## src/rtl/fifo_word_packer_if.sv

```systemverilog
// Bundles the FIFO read side and the packed output stream of fifo_word_packer.
// master is the packer's view; slave is the surrounding environment's view.
interface fifo_word_packer_if #(
    parameter int unsigned DATA_WIDTH = 4,
    parameter int unsigned BEATS      = 4
);
    // FIFO read side
    logic                        fifo_empty;
    logic [DATA_WIDTH-1:0]       fifo_data;
    logic                        fifo_read_en;
    // Packed output stream
    logic                        out_valid;
    logic                        out_ready;
    logic [DATA_WIDTH*BEATS-1:0] out_data;
    logic [BEATS-1:0]            out_keep;
    logic                        busy;

    modport master (
        input  fifo_empty, fifo_data, out_ready,
        output fifo_read_en, out_valid, out_data, out_keep, busy
    );

    modport slave (
        output fifo_empty, fifo_data, out_ready,
        input  fifo_read_en, out_valid, out_data, out_keep, busy
    );
endinterface

```

## src/rtl/fifo_word_packer.sv

```systemverilog
// Drains a synchronous FIFO and packs BEATS consecutive words into one wide word.
// A partially filled word is flushed with a lane-keep mask after TIMEOUT idle cycles.
module fifo_word_packer #(
    parameter int unsigned DATA_WIDTH = 4,
    parameter int unsigned BEATS      = 4,
    parameter int unsigned TIMEOUT    = 16
) (
    input logic                clk,
    input logic                reset,
    fifo_word_packer_if.master bus
);
    localparam int unsigned CNT_W  = $clog2(BEATS + 1);
    localparam int unsigned OCC_W  = CNT_W + 1;
    localparam int unsigned IDLE_W = $clog2(TIMEOUT);
    localparam int unsigned ACC_W  = DATA_WIDTH * BEATS;

    typedef enum logic {
        StFill,
        StEmit
    } state_e;

    state_e             state_q, state_d;
    logic [CNT_W-1:0]   cnt_q, cnt_d;
    logic [IDLE_W-1:0]  idle_q, idle_d;
    logic [ACC_W-1:0]   acc_q, acc_d;
    logic               pending_q;
    logic [OCC_W-1:0]   occupancy;
    logic               read_en;

    // Read issue: never let captured plus in-flight words exceed BEATS.
    always_comb begin
        occupancy = {1'b0, cnt_q} + {{CNT_W{1'b0}}, pending_q};
        read_en   = !reset && (state_q == StFill) && !bus.fifo_empty &&
                    (occupancy < OCC_W'(BEATS));
    end

    // Next-state: capture, idle timeout and output handshake.
    always_comb begin
        state_d = state_q;
        cnt_d   = cnt_q;
        idle_d  = idle_q;
        acc_d   = acc_q;
        unique case (state_q)
            StFill: begin
                if (pending_q) begin
                    // A capture always wins over an expiring idle counter.
                    for (int i = 0; i < BEATS; i++) begin
                        if (cnt_q == CNT_W'(i)) begin
                            acc_d[i*DATA_WIDTH +: DATA_WIDTH] = bus.fifo_data;
                        end
                    end
                    cnt_d  = cnt_q + CNT_W'(1);
                    idle_d = '0;
                    if (cnt_q == CNT_W'(BEATS - 1)) begin
                        state_d = StEmit;
                    end
                end else if ((cnt_q != '0) && bus.fifo_empty) begin
                    if (idle_q == IDLE_W'(TIMEOUT - 2)) begin
                        state_d = StEmit;
                        idle_d  = '0;
                    end else begin
                        idle_d = idle_q + IDLE_W'(1);
                    end
                end else begin
                    idle_d = '0;
                end
            end
            StEmit: begin
                if (bus.out_ready) begin
                    state_d = StFill;
                    cnt_d   = '0;
                    idle_d  = '0;
                    acc_d   = '0;
                end
            end
            default: state_d = StFill;
        endcase
    end

    // State registers; an in-flight read is dropped on reset.
    always_ff @(posedge clk or posedge reset) begin
        if (reset) begin
            state_q   <= StFill;
            cnt_q     <= '0;
            idle_q    <= '0;
            acc_q     <= '0;
            pending_q <= 1'b0;
        end else begin
            state_q   <= state_d;
            cnt_q     <= cnt_d;
            idle_q    <= idle_d;
            acc_q     <= acc_d;
            pending_q <= read_en;
        end
    end

    // Outputs: word and keep are only presented while emitting.
    always_comb begin
        bus.fifo_read_en = read_en;
        bus.out_valid    = (state_q == StEmit);
        bus.out_data     = (state_q == StEmit) ? acc_q : '0;
        for (int i = 0; i < BEATS; i++) begin
            bus.out_keep[i] = (state_q == StEmit) && (CNT_W'(i) < cnt_q);
        end
        bus.busy = (cnt_q != '0) || pending_q || (state_q == StEmit);
    end
endmodule
```

## src/flat_wrapper.sv

```systemverilog
// flat-port wrapper written by rule: the top's interface ports become plain ports
module fifo_word_packer_flat 
#(
    parameter int unsigned DATA_WIDTH = 4,
    parameter int unsigned BEATS      = 4,
    parameter int unsigned TIMEOUT    = 16
)
  (clk, reset, bus_fifo_empty, bus_fifo_data, bus_out_ready, bus_fifo_read_en, bus_out_valid, bus_out_data, bus_out_keep, bus_busy);
  fifo_word_packer_if #(.DATA_WIDTH(DATA_WIDTH), .BEATS(BEATS)) bus_i ();
  input logic clk;
  input logic reset;
  input wire logic [$bits(bus_i.fifo_empty)-1:0] bus_fifo_empty;
  input wire logic [$bits(bus_i.fifo_data)-1:0] bus_fifo_data;
  input wire logic [$bits(bus_i.out_ready)-1:0] bus_out_ready;
  output wire logic [$bits(bus_i.fifo_read_en)-1:0] bus_fifo_read_en;
  output wire logic [$bits(bus_i.out_valid)-1:0] bus_out_valid;
  output wire logic [$bits(bus_i.out_data)-1:0] bus_out_data;
  output wire logic [$bits(bus_i.out_keep)-1:0] bus_out_keep;
  output wire logic [$bits(bus_i.busy)-1:0] bus_busy;
  assign bus_i.fifo_empty = bus_fifo_empty;
  assign bus_i.fifo_data = bus_fifo_data;
  assign bus_i.out_ready = bus_out_ready;
  assign bus_fifo_read_en = bus_i.fifo_read_en;
  assign bus_out_valid = bus_i.out_valid;
  assign bus_out_data = bus_i.out_data;
  assign bus_out_keep = bus_i.out_keep;
  assign bus_busy = bus_i.busy;
  fifo_word_packer #(.DATA_WIDTH(DATA_WIDTH), .BEATS(BEATS), .TIMEOUT(TIMEOUT)) u_core (.clk(clk), .reset(reset), .bus(bus_i));
endmodule
```

## config.mk

```make
export PLATFORM = sky130hd
export DESIGN_NAME = fifo_word_packer_flat
export DESIGN_NICKNAME = d
export VERILOG_FILES = /design/src/rtl/fifo_word_packer_if.sv /design/src/rtl/fifo_word_packer.sv /design/src/flat_wrapper.sv
export SDC_FILE = /design/constraint.sdc
export NUM_CORES = 1
export LEC_CHECK = 0
export ABC_CLOCK_PERIOD_IN_PS = 1900
export BUFFER_PORTS_ARGS = -buffer_cell sky130_fd_sc_hd__buf_2
export CORE_MARGIN = 10
export CORE_UTILIZATION = 45
export CTS_CLUSTER_SIZE = 30
export DETAILED_ROUTE_END_ITERATION = 7
export GPL_TIMING_DRIVEN = 0
export PLACE_DENSITY = 0.68
export SYNTH_ARGS = -nofsm -noshare
export SYNTH_HDL_FRONTEND = slang
export SYNTH_SLANG_ARGS = --single-unit
```

## constraint.sdc

```tcl
create_clock -name clk -period 1.9 [get_ports clk]
set_input_delay 0.38 -clock clk [delete_from_list [all_inputs] [get_ports clk]]
set_output_delay 0.38 -clock clk [all_outputs]
set_load 0.02 [all_outputs]
```

==> key figures, run 1 <==
Clock tree
  – Total CTS buffers: 3
  – Reg clk slew, reported paths: 150 ps
  – Clk sink count: 25
  – Clock Path Buffers: 2
  – CTS tree: built
  – H-tree lvl count: 1
  – Clk_lat worst skew: 330 ps
  – CTS Hold Bufs: 0
  – Clk root buf: clkbuf_4

Routing
  – Antenna viol nets, final: 0
  – Vias: 1187
  – Drt pass-1 iters: 4
  – DRC violations left: 0
  – DR WL/cell: 15.5 µm
  – Vias/cell: 5.28
  – Starting DRT DRC Count: 50
  – Drt total wl: 3480 µm

Logic synthesis
  – Flip-flop and latch count after synthesis: 25
  – Cell taking the most area after synthesis: dfrtp_1
  – Ranking of synthesized cells by area: dfrtp_1 (46%), nand2_1 (11%), and2_1 (8.3%), o21ai_0 (5.9%), ha_1 (4.6%)
  – Share of the synthesized area in the top cell type: 46.3%
  – Syn nets: 168
  – Cell variety after synth: 26
  – Seq/Total Area, Yosys: 46.3%
  – Syn Std Cell Area: 1350 µm²
  – Syn. warnings: 0
  – Synthesized area per cell: 8.71 µm²
  – Synth Instances: 155

Layout
  – Filler cells: 255
  – Share of cells above drive strength 1: 27.3%
  – Util after Layout: 59.4%
  – Sequential Area: 627 µm²
  – N_diodes: 0
  – Area of the multi-input gates: 682 µm²
  – Layout Nets: 208
  – Syn-to-layout area delta: 23.4%

Critical path
  – Worst R2R Setup Slack: 160 ps
  – Top cell by count, worst path: nor4b_4
  – Crit-path cells: buf_6, inv_2, nor4b_4, nor4b_4, buf_4
  – Cell family with most CP delay: flip-flops
  – WS Path Type: reg -> out
  – Reg2Reg Depth: 7
  – Startpoint types: register
  – CP Data Required Time: 1520 ps
  – Slowest cell delay on critical path: 430 ps
  – Slowest CP cell: dfrtp_1
  – Kind of end point of the critical path: primary output
  – Buf/Inv on CP: 3
  – RR Startpoint: u_core.cnt_q[1]
  – Worst Path Max Fanout: 5
  – Worst reg2reg endpoint: u_core.idle_q[2]
  – Arrival time at the worst endpoint: 1490 ps

STA
  – Tcrit/Tclk final: 98.3%
  – F_max: 536 MHz
  – Slew @ Worst Pin: 964 ps
  – Clock skew: 1.29 ps
  – Hold Vio Cnt, Final: 0
  – RSZ-0062 raised after global routing: yes
  – Setup violators final: 0
  – Slew Viols, Final: 0
  – Setup TNS: 0 ps
  – Final worst slack: 32.9 ps
  – Final Critical Period: 1870 ps
  – Slew margin rel.: 35.7%

Status
  – Outcome: completed

Worst hold path
  – Hold Path End: u_core.pending_q
  – Worst Min Path Start: reset
  – Hold Crit Class: in -> reg
  – Hold Path Depth: 2

Place
  – Dpl ws: 74.0 ps
  – IO Port Bufs: 30
  – HPWL Detailed: 2510 µm
  – Gp weighted congestion: 0.817

Power and ir drop
  – PD cells: 1250 nW/µm²
  – Worst vdd ir: 525 µV
  – Leak: 0.864 nW

Job
  – Max-Cap Viols: 0

GRT
  – GR Overflow Total: 0
  – Largest net degree at the start of global routing: 26
  – Antenna violations before repair: 0
  – GR Util All Layers: 12.5%
  – First-pass GRT wire length: 5570 µm
  – Number of global-route vias before repair: 1236

Floorplan
  – Die area: 5590 µm²
  – # rows: 19
  – Die Width: 74.8 µm
  – Ports: 31
  – Die Ht: 74.8 µm
  – Area of the core: 2810 µm²
  – Starting density of the core: 48.1%
-- stage by stage --
step                      std cells  instance area [µm²]  hold slack, ps  power (mW)
after CTS                       220                 1600             218        1.97
after detailed placement        216                 1550             481        1.69
after global routing            225                 1670             232        2.23
after global placement          216                 1550             473        1.64
final                           225                 1670             238        2.08
after floorplan                 155                 1360             407        1.43
-- Yosys cell counts --
| cell type | n |
|---|---|
| nand2_1 | 39 |
| dfrtp_1 | 25 |
| and2_1 | 18 |
| o21ai_0 | 16 |
| nand3_1 | 11 |
| inv_1 | 6 |
| ha_1 | 5 |
| buf_2 | 4 |
| clkbuf_1 | 4 |
| nor4b_1 | 4 |
| nor2b_1 | 3 |
| and3_1 | 2 |
| buf_6 | 2 |
| nand3b_1 | 2 |
| nor2_1 | 2 |
| o22ai_1 | 2 |
| a21oi_1 | 1 |
| a22oi_1 | 1 |
| and3b_1 | 1 |
| and4bb_4 | 1 |
| nand2b_1 | 1 |
| o21a_1 | 1 |
| o311ai_1 | 1 |
| o31a_1 | 1 |
| xnor2_1 | 1 |
| xor2_1 | 1 |
-- worst reg2reg max path, stage by stage (launching register included) --
cell and delay (ps):
dfrtp_1 430, buf_6 140, inv_2 50, ha_1 210, nor2b_1 170, and3b_1 280, nand2_1 110, o311ai_1 260
-- how the worst max path moves through the flow --
stage / start / endpoint / slack [ps] / cells after the start
after floorplan: u_core.bus.out_valid / bus_fifo_read_en / 230 / 3
after global placement: u_core.cnt_q[1] / bus_fifo_read_en / 110 / 5
after detailed placement: u_core.cnt_q[1] / bus_fifo_read_en / 70 / 5
after CTS: u_core.cnt_q[1] / bus_fifo_read_en / -90 / 5
after global routing: u_core.cnt_q[2] / bus_fifo_read_en / -30 / 4
final: u_core.cnt_q[1] / bus_fifo_read_en / 30 / 5
-- where the power goes --
part / switching (mW) / total (mW) / internal [mW]
Clock: 0.175 / 0.255 / 0.0807
Combinational: 0.577 / 0.984 / 0.407
Sequential: 0.107 / 0.839 / 0.732
-- sequential cells by signal (all words and copies together) (netlist names) --
signal                cells
u_core.cnt_q              3
u_core.bus.out_valid      1
u_core.idle_q             4
u_core.acc_q             16
u_core.pending_q          1
-- cell families (layout without fill, tap and decap cells) --
family,Yosys count,after routing,synth area share (%)
buffers and inverters,16,55,5.93
adders and majority gates,5,5,4.63
DFF,25,25,46.3
xor gates and xnor gates,2,2,1.30
AOI/OAI and AO/OA,23,23,9.64
and+or+nand+nor,84,84,32.2
-- what timing repair did --
item	in CTS	in global routing
resized for setup	7	11
setup buffers	0	5
setup endpoints to repair	18	19
pin swaps	0	2
-- layout by cell type, fill, tap and decap left out, types with 2 or more instances in the layout --
cell	Yosys	layout
buf_2	4	32
nand3_1	11	11
and2_1	18	18
and3_1	2	2
o21ai_0	16	16
clkbuf_1	4	2
nand2_1	39	39
nor2b_1	3	3
dfrtp_1	25	24
nor4b_1	4	2
o22ai_1	2	2
clkbuf_4	0	4
inv_1	6	5
nand3b_1	2	2
buf_4	0	6
ha_1	5	5
buf_6	2	4
nor4b_4	0	2
-- area by class of cell --
type | instances | share of cell area [%]
buffer | 10 | 4.51
tap | 31 | 2.33
sequential | 25 | 37.6
timing repair buffer | 35 | 11.4
clock inverter | 1 | 0.451
inverter | 6 | 1.35
clock buffer | 3 | 1.35
multi-input combinational | 114 | 40.9
-- metal layers --
layer  up-vias  global-route usage, %  routed length (µm)
met4         0                   5.46                  65
met1       565                   13.0                1380
met3         8                   3.02                 181
li1        590                      -                   -
met2        24                   23.5                1850
met5         -                      0                   0
No activity file was read; power rests on OpenSTA's default activity.
==> run 2, diff against run 1 <==
==> constraint.sdc (replaced) <==
create_clock -name clk -period 1.9 [get_ports clk]
set_input_delay 0 -clock clk [delete_from_list [all_inputs] [get_ports clk]]
set_output_delay 0 -clock clk [all_outputs]
set_load 0.02 [all_outputs]
==> run 2 against run 1 <==
Clock power shrank 7%. Clock-buffer cell count grew 1. Maximum frequency grew 3.5%. Worst hold slack gained 150 ps. Combinational power shrank 16%. Global-route usage shrank 0.36 points. First-iteration DRC count shrank 10%. Sequential share of layout area grew 0.41 points. Core utilization shrank 0.76 points. Sequential power grew 0.8%. Via count grew 2.9%. Highest routed layer unchanged.
==> key figures, run 2 (same netlist as run 1, synthesis figures left out) <==
Critical path
  – Worst R2R Setup Slack: 160 ps (about the same)
  – Kind of end point of the critical path: primary output (unchanged)
  – Worst reg2reg endpoint: u_core.idle_q[2] (unchanged)
  – CP Data Required Time: 1900 ps (was 1520 ps)
  – Startpoint types: register (unchanged)
  – Worst setup path start: u_core.cnt_q[1] (unchanged)
  – WS Path Type: reg -> out (unchanged)
  – Slowest CP cell: nor4b_1 (was dfrtp_1)
  – RR Startpoint: u_core.cnt_q[1] (unchanged)
  – Crit-path cells: clkbuf_4, inv_1, nor4b_1, nor4b_2, buf_2 (was buf_6, inv_2, nor4b_4, nor4b_4, buf_4)
  – Reg2Reg Depth: 7 (unchanged)
  – Arrival time at the worst endpoint: 1800 ps (was 1490 ps)
  – Worst setup path endpoint: bus_fifo_read_en (unchanged)
  – Slowest cell delay on critical path: 520 ps (was 430 ps)
  – Worst Path Max Fanout: 9 (was 5)

Layout
  – Share of cells above drive strength 1: 20.9% (was 27.3%)
  – Commonest non-fill, non-tap cell in the layout: nand2_1 (unchanged)
  – N_diodes: 0 (unchanged)
  – Util after Layout: 58.6% (was 59.4%)
  – Biggest regs: u_core.acc_q x16, u_core.idle_q x4, u_core.cnt_q x3 (unchanged)
  – Commonest non-fill, non-tap cells in the layout: nand2_1 (39), buf_2 (33), dfrtp_1 (25) (was nand2_1 (39), buf_2 (32), dfrtp_1 (24))
  – Most flops, register: u_core.acc_q (unchanged)
  – Syn-to-layout area delta: 21.8% (was 23.4%)
  – Layout Nets: 210 (was 208)
  – Flip-flop count of the largest register after layout: 16 (unchanged)

Worst hold path
  – Hold Crit Class: in -> reg (unchanged)

GRT
  – Antenna violations before repair: 0 (unchanged)
  – GR Overflow Total: 0 (unchanged)
  – Number of global-route vias before repair: 1243 (was 1236)
  – First-pass GRT wire length: 5460 µm (was 5570 µm)
  – Largest net degree at the start of global routing: 26 (unchanged)
  – GR Util All Layers: 12.2% (was 12.5%)

STA
  – Slew margin rel.: 37.3% (was 35.7%)
  – Final Critical Period: 1800 ps (was 1870 ps)
  – WHS: 387 ps (was 238 ps)
  – Slew Viols, Final: 0 (unchanged)
  – Hold Vio Cnt, Final: 0 (unchanged)
  – Setup violators final: 0 (unchanged)
  – Clock skew: 7.16 ps (was 1.29 ps)
  – Tcrit/Tclk final: 94.9% (was 98.3%)
  – F_max: 554 MHz (was 536 MHz)
  – Slew @ Worst Pin: 939 ps (was 964 ps)
  – RSZ-0062 raised after global routing: no (was yes)
  – Final worst slack: 96.6 ps (was 32.9 ps)
  – Setup TNS: 0 ps (unchanged)

Floorplan
  – Die area: 5590 µm² (unchanged)
  – Die Ht: 74.8 µm (unchanged)
  – Die Width: 74.8 µm (unchanged)
  – Starting density of the core: 48.1% (unchanged)
  – # rows: 19 (unchanged)
  – Area of the core: 2810 µm² (unchanged)
  – Ports: 31 (unchanged)

Clock tree
  – Reg clk slew, reported paths: 130 ps (was 150 ps)
  – Total CTS buffers: 3 (unchanged)
  – Clk_lat worst skew: 320 ps (was 330 ps)
  – Clk root buf: clkbuf_4 (unchanged)
  – Clock Path Buffers: 2 (unchanged)
  – CTS tree: built (unchanged)
  – Clk sink count: 25 (unchanged)
  – H-tree lvl count: 1 (unchanged)

Routing
  – Starting DRT DRC Count: 45 (was 50)
  – DR WL/cell: 13.8 µm (was 15.5 µm)
  – DRC violations left: 0 (unchanged)
  – Vias: 1222 (was 1187)
  – Drt total wl: 3130 µm (was 3480 µm)
  – Drt pass-1 iters: 4 (unchanged)
  – Antenna viol nets, final: 0 (unchanged)
  – Vias/cell: 5.38 (was 5.28)

Place
  – Gp weighted congestion: 0.838 (was 0.817)
  – HPWL Detailed: 2450 µm (was 2510 µm)
  – Dpl ws: 147 ps (was 74.0 ps)
  – IO Port Bufs: 30 (unchanged)

Job
  – Max-Cap Viols: 0 (unchanged)

Status
  – Outcome: completed (unchanged)

Power and ir drop
  – PD cells: 1160 nW/µm² (was 1250 nW/µm²)
  – Design Power: 1.91 mW (was 2.08 mW)
  – Worst vdd ir: 458 µV (was 525 µV)
  – Leak: 0.847 nW (was 0.864 nW)
-- run 2: changes by cell type in the layout (fill, tap and decap cells not counted), sizes merged --
cell,delta
clkinvlp,-1
buf,-7
clkbuf,+3
dlygate4sd3,+7
-- run 2: cell type report --
class,instances,area (µm²)
repair buffers,37,220
clock buffers,4,26.3
plain buffers,10,60.1
fillers,262,1160
well taps,31,38.8
multi-input cells,114,651
inverters,6,22.5
flip-flops and latches,25,626
-- run 2: how the worst min path moves through the flow --
stage	depth (start not counted)	slack [ps]	end	startpoint
2_1_floorplan	1	30	u_core.acc_q[0]	reset
4_1_cts	3	380	u_core.pending_q	reset
3_5_place_dp	2	200	u_core.pending_q	reset
3_3_place_gp	2	200	u_core.pending_q	reset
6_report	3	390	u_core.pending_q	reset
5_1_grt	3	410	u_core.pending_q	reset
-- run 2: worst max-delay path: cells and delay by family, from the launching register on --
family                 cells  cell delay, ps
buffers and inverters      3             460
flip-flops                 1             400
AND/OR/NAND/NOR            2             630
-- run 2: what timing repair did --
item	CTS	global route
resized for setup	0	2
buffers inserted	0	0
endpoints found under the setup margin	0	2
hold buffers	7	0
hold endpoints to repair	44	0
-- run 2: metrics by stage --
| step | cells | cell area, µm² |
|---|---|---|
| 2_1_floorplan | 155 | 1350 |
| 3_3_place_gp | 216 | 1540 |
| 3_5_place_dp | 216 | 1540 |
| 4_1_cts | 227 | 1640 |
| 5_1_grt | 227 | 1640 |
| 6_report | 227 | 1640 |
-- run 2: layer usage --
layer  track usage (%)  part of all wire, %
met5                 0                    0
met1              12.9                   42
met4              4.20                  1.3
met3              3.02                  5.2
met2              22.9                   52
-- run 2: power breakdown --
| group | switching, mW | internal (mW) | total [mW] |
|---|---|---|---|
| sequential | 0.116 | 0.730 | 0.846 |
| clock | 0.155 | 0.0823 | 0.238 |
| combinational | 0.503 | 0.324 | 0.827 |
==> run 3, diff against run 2 <==
--- a/config.mk
+++ b/config.mk
@@ -7,12 +7,14 @@
 export LEC_CHECK = 0
 export ABC_CLOCK_PERIOD_IN_PS = 1900
 export BUFFER_PORTS_ARGS = -buffer_cell sky130_fd_sc_hd__buf_2
+export CELL_PAD_IN_SITES_DETAIL_PLACEMENT = 1
+export CELL_PAD_IN_SITES_GLOBAL_PLACEMENT = 1
 export CORE_MARGIN = 10
-export CORE_UTILIZATION = 45
+export CORE_UTILIZATION = 39
 export CTS_CLUSTER_SIZE = 30
 export DETAILED_ROUTE_END_ITERATION = 7
 export GPL_TIMING_DRIVEN = 0
-export PLACE_DENSITY = 0.68
+export PLACE_DENSITY_LB_ADDON = 0.1
 export SYNTH_ARGS = -nofsm -noshare
 export SYNTH_HDL_FRONTEND = slang
 export SYNTH_SLANG_ARGS = --single-unit
==> run 3 against run 2 <==
Combinational power rose by 2.8%. Clock-buffer cell count unchanged. Core utilization is 8.6 points lower. Maximum frequency fell by 0.51%. Global-route usage is 0.21 points higher. Clock skew hardly changed. Design area rose by 1.5%. Via count fell by 3.2%. Critical path type is now reg -> reg.
==> key figures, run 3 (same netlist as run 1, synthesis figures left out) <==
Layout
  – Util after Layout: 50.0% (was 58.6%)
  – Commonest non-fill, non-tap cell in the layout: nand2_1 (unchanged)
  – Share of cells above drive strength 1: 21.4% (was 20.9%)
  – N_diodes: 0 (unchanged)
  – Commonest non-fill, non-tap cells in the layout: nand2_1 (39), buf_2 (33), dfrtp_1 (25) (unchanged)
  – Syn-to-layout area delta: 23.6% (was 21.8%)
  – Most flops, register: u_core.acc_q (unchanged)
  – Layout Cells excl Fill: 242 (was 227)
  – Biggest regs: u_core.acc_q x16, u_core.idle_q x4, u_core.cnt_q x3 (unchanged)
  – Flip-flop count of the largest register after layout: 16 (unchanged)
  – Layout Nets: 210 (unchanged)

STA
  – F_max: 552 MHz (was 554 MHz)
  – Setup violators final: 0 (unchanged)
  – Setup TNS: 0 ps (unchanged)
  – Slew Viols, Final: 0 (unchanged)
  – Tcrit/Tclk final: 95.4% (was 94.9%)
  – Hold Vio Cnt, Final: 0 (unchanged)
  – Clock skew: 7.35 ps (was 7.16 ps)
  – Final worst slack: 87.2 ps (was 96.6 ps)
  – RSZ-0062 raised after global routing: no (unchanged)
  – Final Critical Period: 1810 ps (was 1800 ps)
  – Slew @ Worst Pin: 975 ps (was 939 ps)
  – Slew margin rel.: 35.0% (was 37.3%)

Place
  – Dpl ws: 104 ps (was 147 ps)
  – Cell Count Post-Placement: 231 (was 216)
  – Gp weighted congestion: 0.753 (was 0.838)
  – HPWL Detailed: 2760 µm (was 2450 µm)
  – IO Port Bufs: 30 (unchanged)

Clock tree
  – H-tree lvl count: 1 (unchanged)
  – Clock Path Buffers: 2 (unchanged)
  – Clk sink count: 25 (unchanged)
  – Reg clk slew, reported paths: 140 ps (was 130 ps)
  – Clk_lat worst skew: 320 ps (about the same)
  – Total CTS buffers: 3 (unchanged)
  – CTS tree: built (unchanged)
  – Clk root buf: clkbuf_4 (unchanged)

Power and ir drop
  – Clock share of power: 12.5% (was 12.4%)
  – Leak: 0.848 nW (was 0.847 nW)
  – Internal power: 1.14 mW (about the same)
  – Worst vdd ir: 470 µV (was 458 µV)
  – Net switching fraction of the power: 41.3% (was 40.5%)
  – Sw Pwr: 0.802 mW (was 0.774 mW)
  – PD cells: 1160 nW/µm² (about the same)
  – Part of the power in combinational logic: 43.8% (was 43.3%)
  – Sequential share of power: 43.7% (was 44.3%)

Floorplan
  – Starting density of the core: 40.5% (was 48.1%)
  – Area of the core: 3340 µm² (was 2810 µm²)
  – # rows: 21 (was 19)
  – Die area: 6210 µm² (was 5590 µm²)
  – Ports: 31 (unchanged)
  – Die Width: 78.8 µm (was 74.8 µm)
  – Die Ht: 78.8 µm (was 74.8 µm)

Critical path
  – Buf/Inv on CP: 2 (was 3)
  – Crit-path cells: clkbuf_4, inv_1, ha_1, nor2b_1, and3b_1, nand2_1, o311ai_1 (was clkbuf_4, inv_1, nor4b_1, nor4b_2, buf_2)
  – CP Data Required Time: 2130 ps (was 1900 ps)
  – Worst R2R Setup Slack: 90 ps (was 160 ps)
  – Kind of end point of the critical path: register (was primary output)
  – Worst Path Max Fanout: 9 (unchanged)
  – Arrival time at the worst endpoint: 2040 ps (was 1800 ps)
  – Cell family with most CP delay: simple AND/OR/NAND/NOR gates (unchanged)
  – Slowest CP cell: dfrtp_1 (was nor4b_1)
  – Startpoint types: register (unchanged)
  – Slowest cell delay on critical path: 400 ps (was 520 ps)
  – WS Path Type: reg -> reg (was reg -> out)

Status
  – Outcome: completed (unchanged)

GRT
  – Number of global-route vias before repair: 1296 (was 1243)
  – GR Overflow Total: 0 (unchanged)
  – First-pass GRT wire length: 6340 µm (was 5460 µm)
  – Antenna violations before repair: 0 (unchanged)
  – GR Util All Layers: 12.4% (was 12.2%)
  – Largest net degree at the start of global routing: 26 (unchanged)

Job
  – Max-Cap Viols: 0 (unchanged)

Routing
  – Vias/cell: 4.89 (was 5.38)
  – Starting DRT DRC Count: 50 (was 45)
  – Antenna viol nets, final: 0 (unchanged)
  – Vias: 1183 (was 1222)
  – Drt total wl: 3630 µm (was 3130 µm)
  – DRC violations left: 0 (unchanged)
  – Drt pass-1 iters: 4 (unchanged)
  – DR WL/cell: 15.0 µm (was 13.8 µm)

Worst hold path
  – Hold Crit Class: in -> reg (unchanged)
-- run 3: metal layers --
metal / up-vias / track usage [%] / part of all wire (%)
met2: 19 / 20.9 / 50
met4: 0 / 4.30 / 1.2
met5: - / 0 / 0
met3: 6 / 3.15 / 4.9
met1: 566 / 15.0 / 44
li1: 592 / - / -
-- run 3: worst register-to-register path: stages, from the launching register on --
cell and delay [ps]:
dfrtp_1 400, clkbuf_4 200, inv_1 90, ha_1 210, nor2b_1 150, and3b_1 280
nand2_1 120, o311ai_1 270
-- run 3: per-stage QoR --
step | power (mW) | instance area, µm² | hold WS (ps)
final | 1.94 | 1670 | 380
after floorplan | 1.43 | 1350 | 27.3
after detailed placement | 1.70 | 1560 | 199
after global placement | 1.65 | 1560 | 189
after global routing | 2.13 | 1670 | 379
after CTS | 1.96 | 1650 | 373
-- run 3: path summary, 6_finish.rpt --
kind,depth (start not counted),end,start
min in group asynchronous,3,u_core.pending_q,reset
worst min-delay path,3,u_core.pending_q,bus_fifo_empty
worst min register to register,2,u_core.acc_q[14],u_core.acc_q[14]
worst max register to register,7,u_core.idle_q[2],u_core.cnt_q[1]
max in group asynchronous,3,u_core.acc_q[8],reset
worst max-delay path,7,u_core.idle_q[2],u_core.cnt_q[1]
-- run 3: layout make-up --
type	count	area (µm²)
buffer	10	60.1
inverter	6	22.5
timing repair buffer	37	220
fill	430	1670
multi-input combinational	114	657
sequential	25	626
clock buffer	4	26.3
tap	46	57.6
-- run 3: power groups by stage --
stage / sequential [mW] / clock (mW) / combinational (mW)
finish: 0.849 / 0.243 / 0.850
global placement: 0.846 / 0 / 0.801
detailed placement: 0.864 / 0 / 0.834
global route: 0.881 / 0.284 / 0.963
floorplan: 0.834 / 0 / 0.593
CTS: 0.852 / 0.251 / 0.854
-- run 3: what timing repair did --
action / 4_1_cts / 5_1_grt
resized for setup: 0 / 3
hold endpoints to repair: 44 / 0
hold buffers: 7 / 0
setup endpoints to repair: 0 / 2
setup buffers: 0 / 0
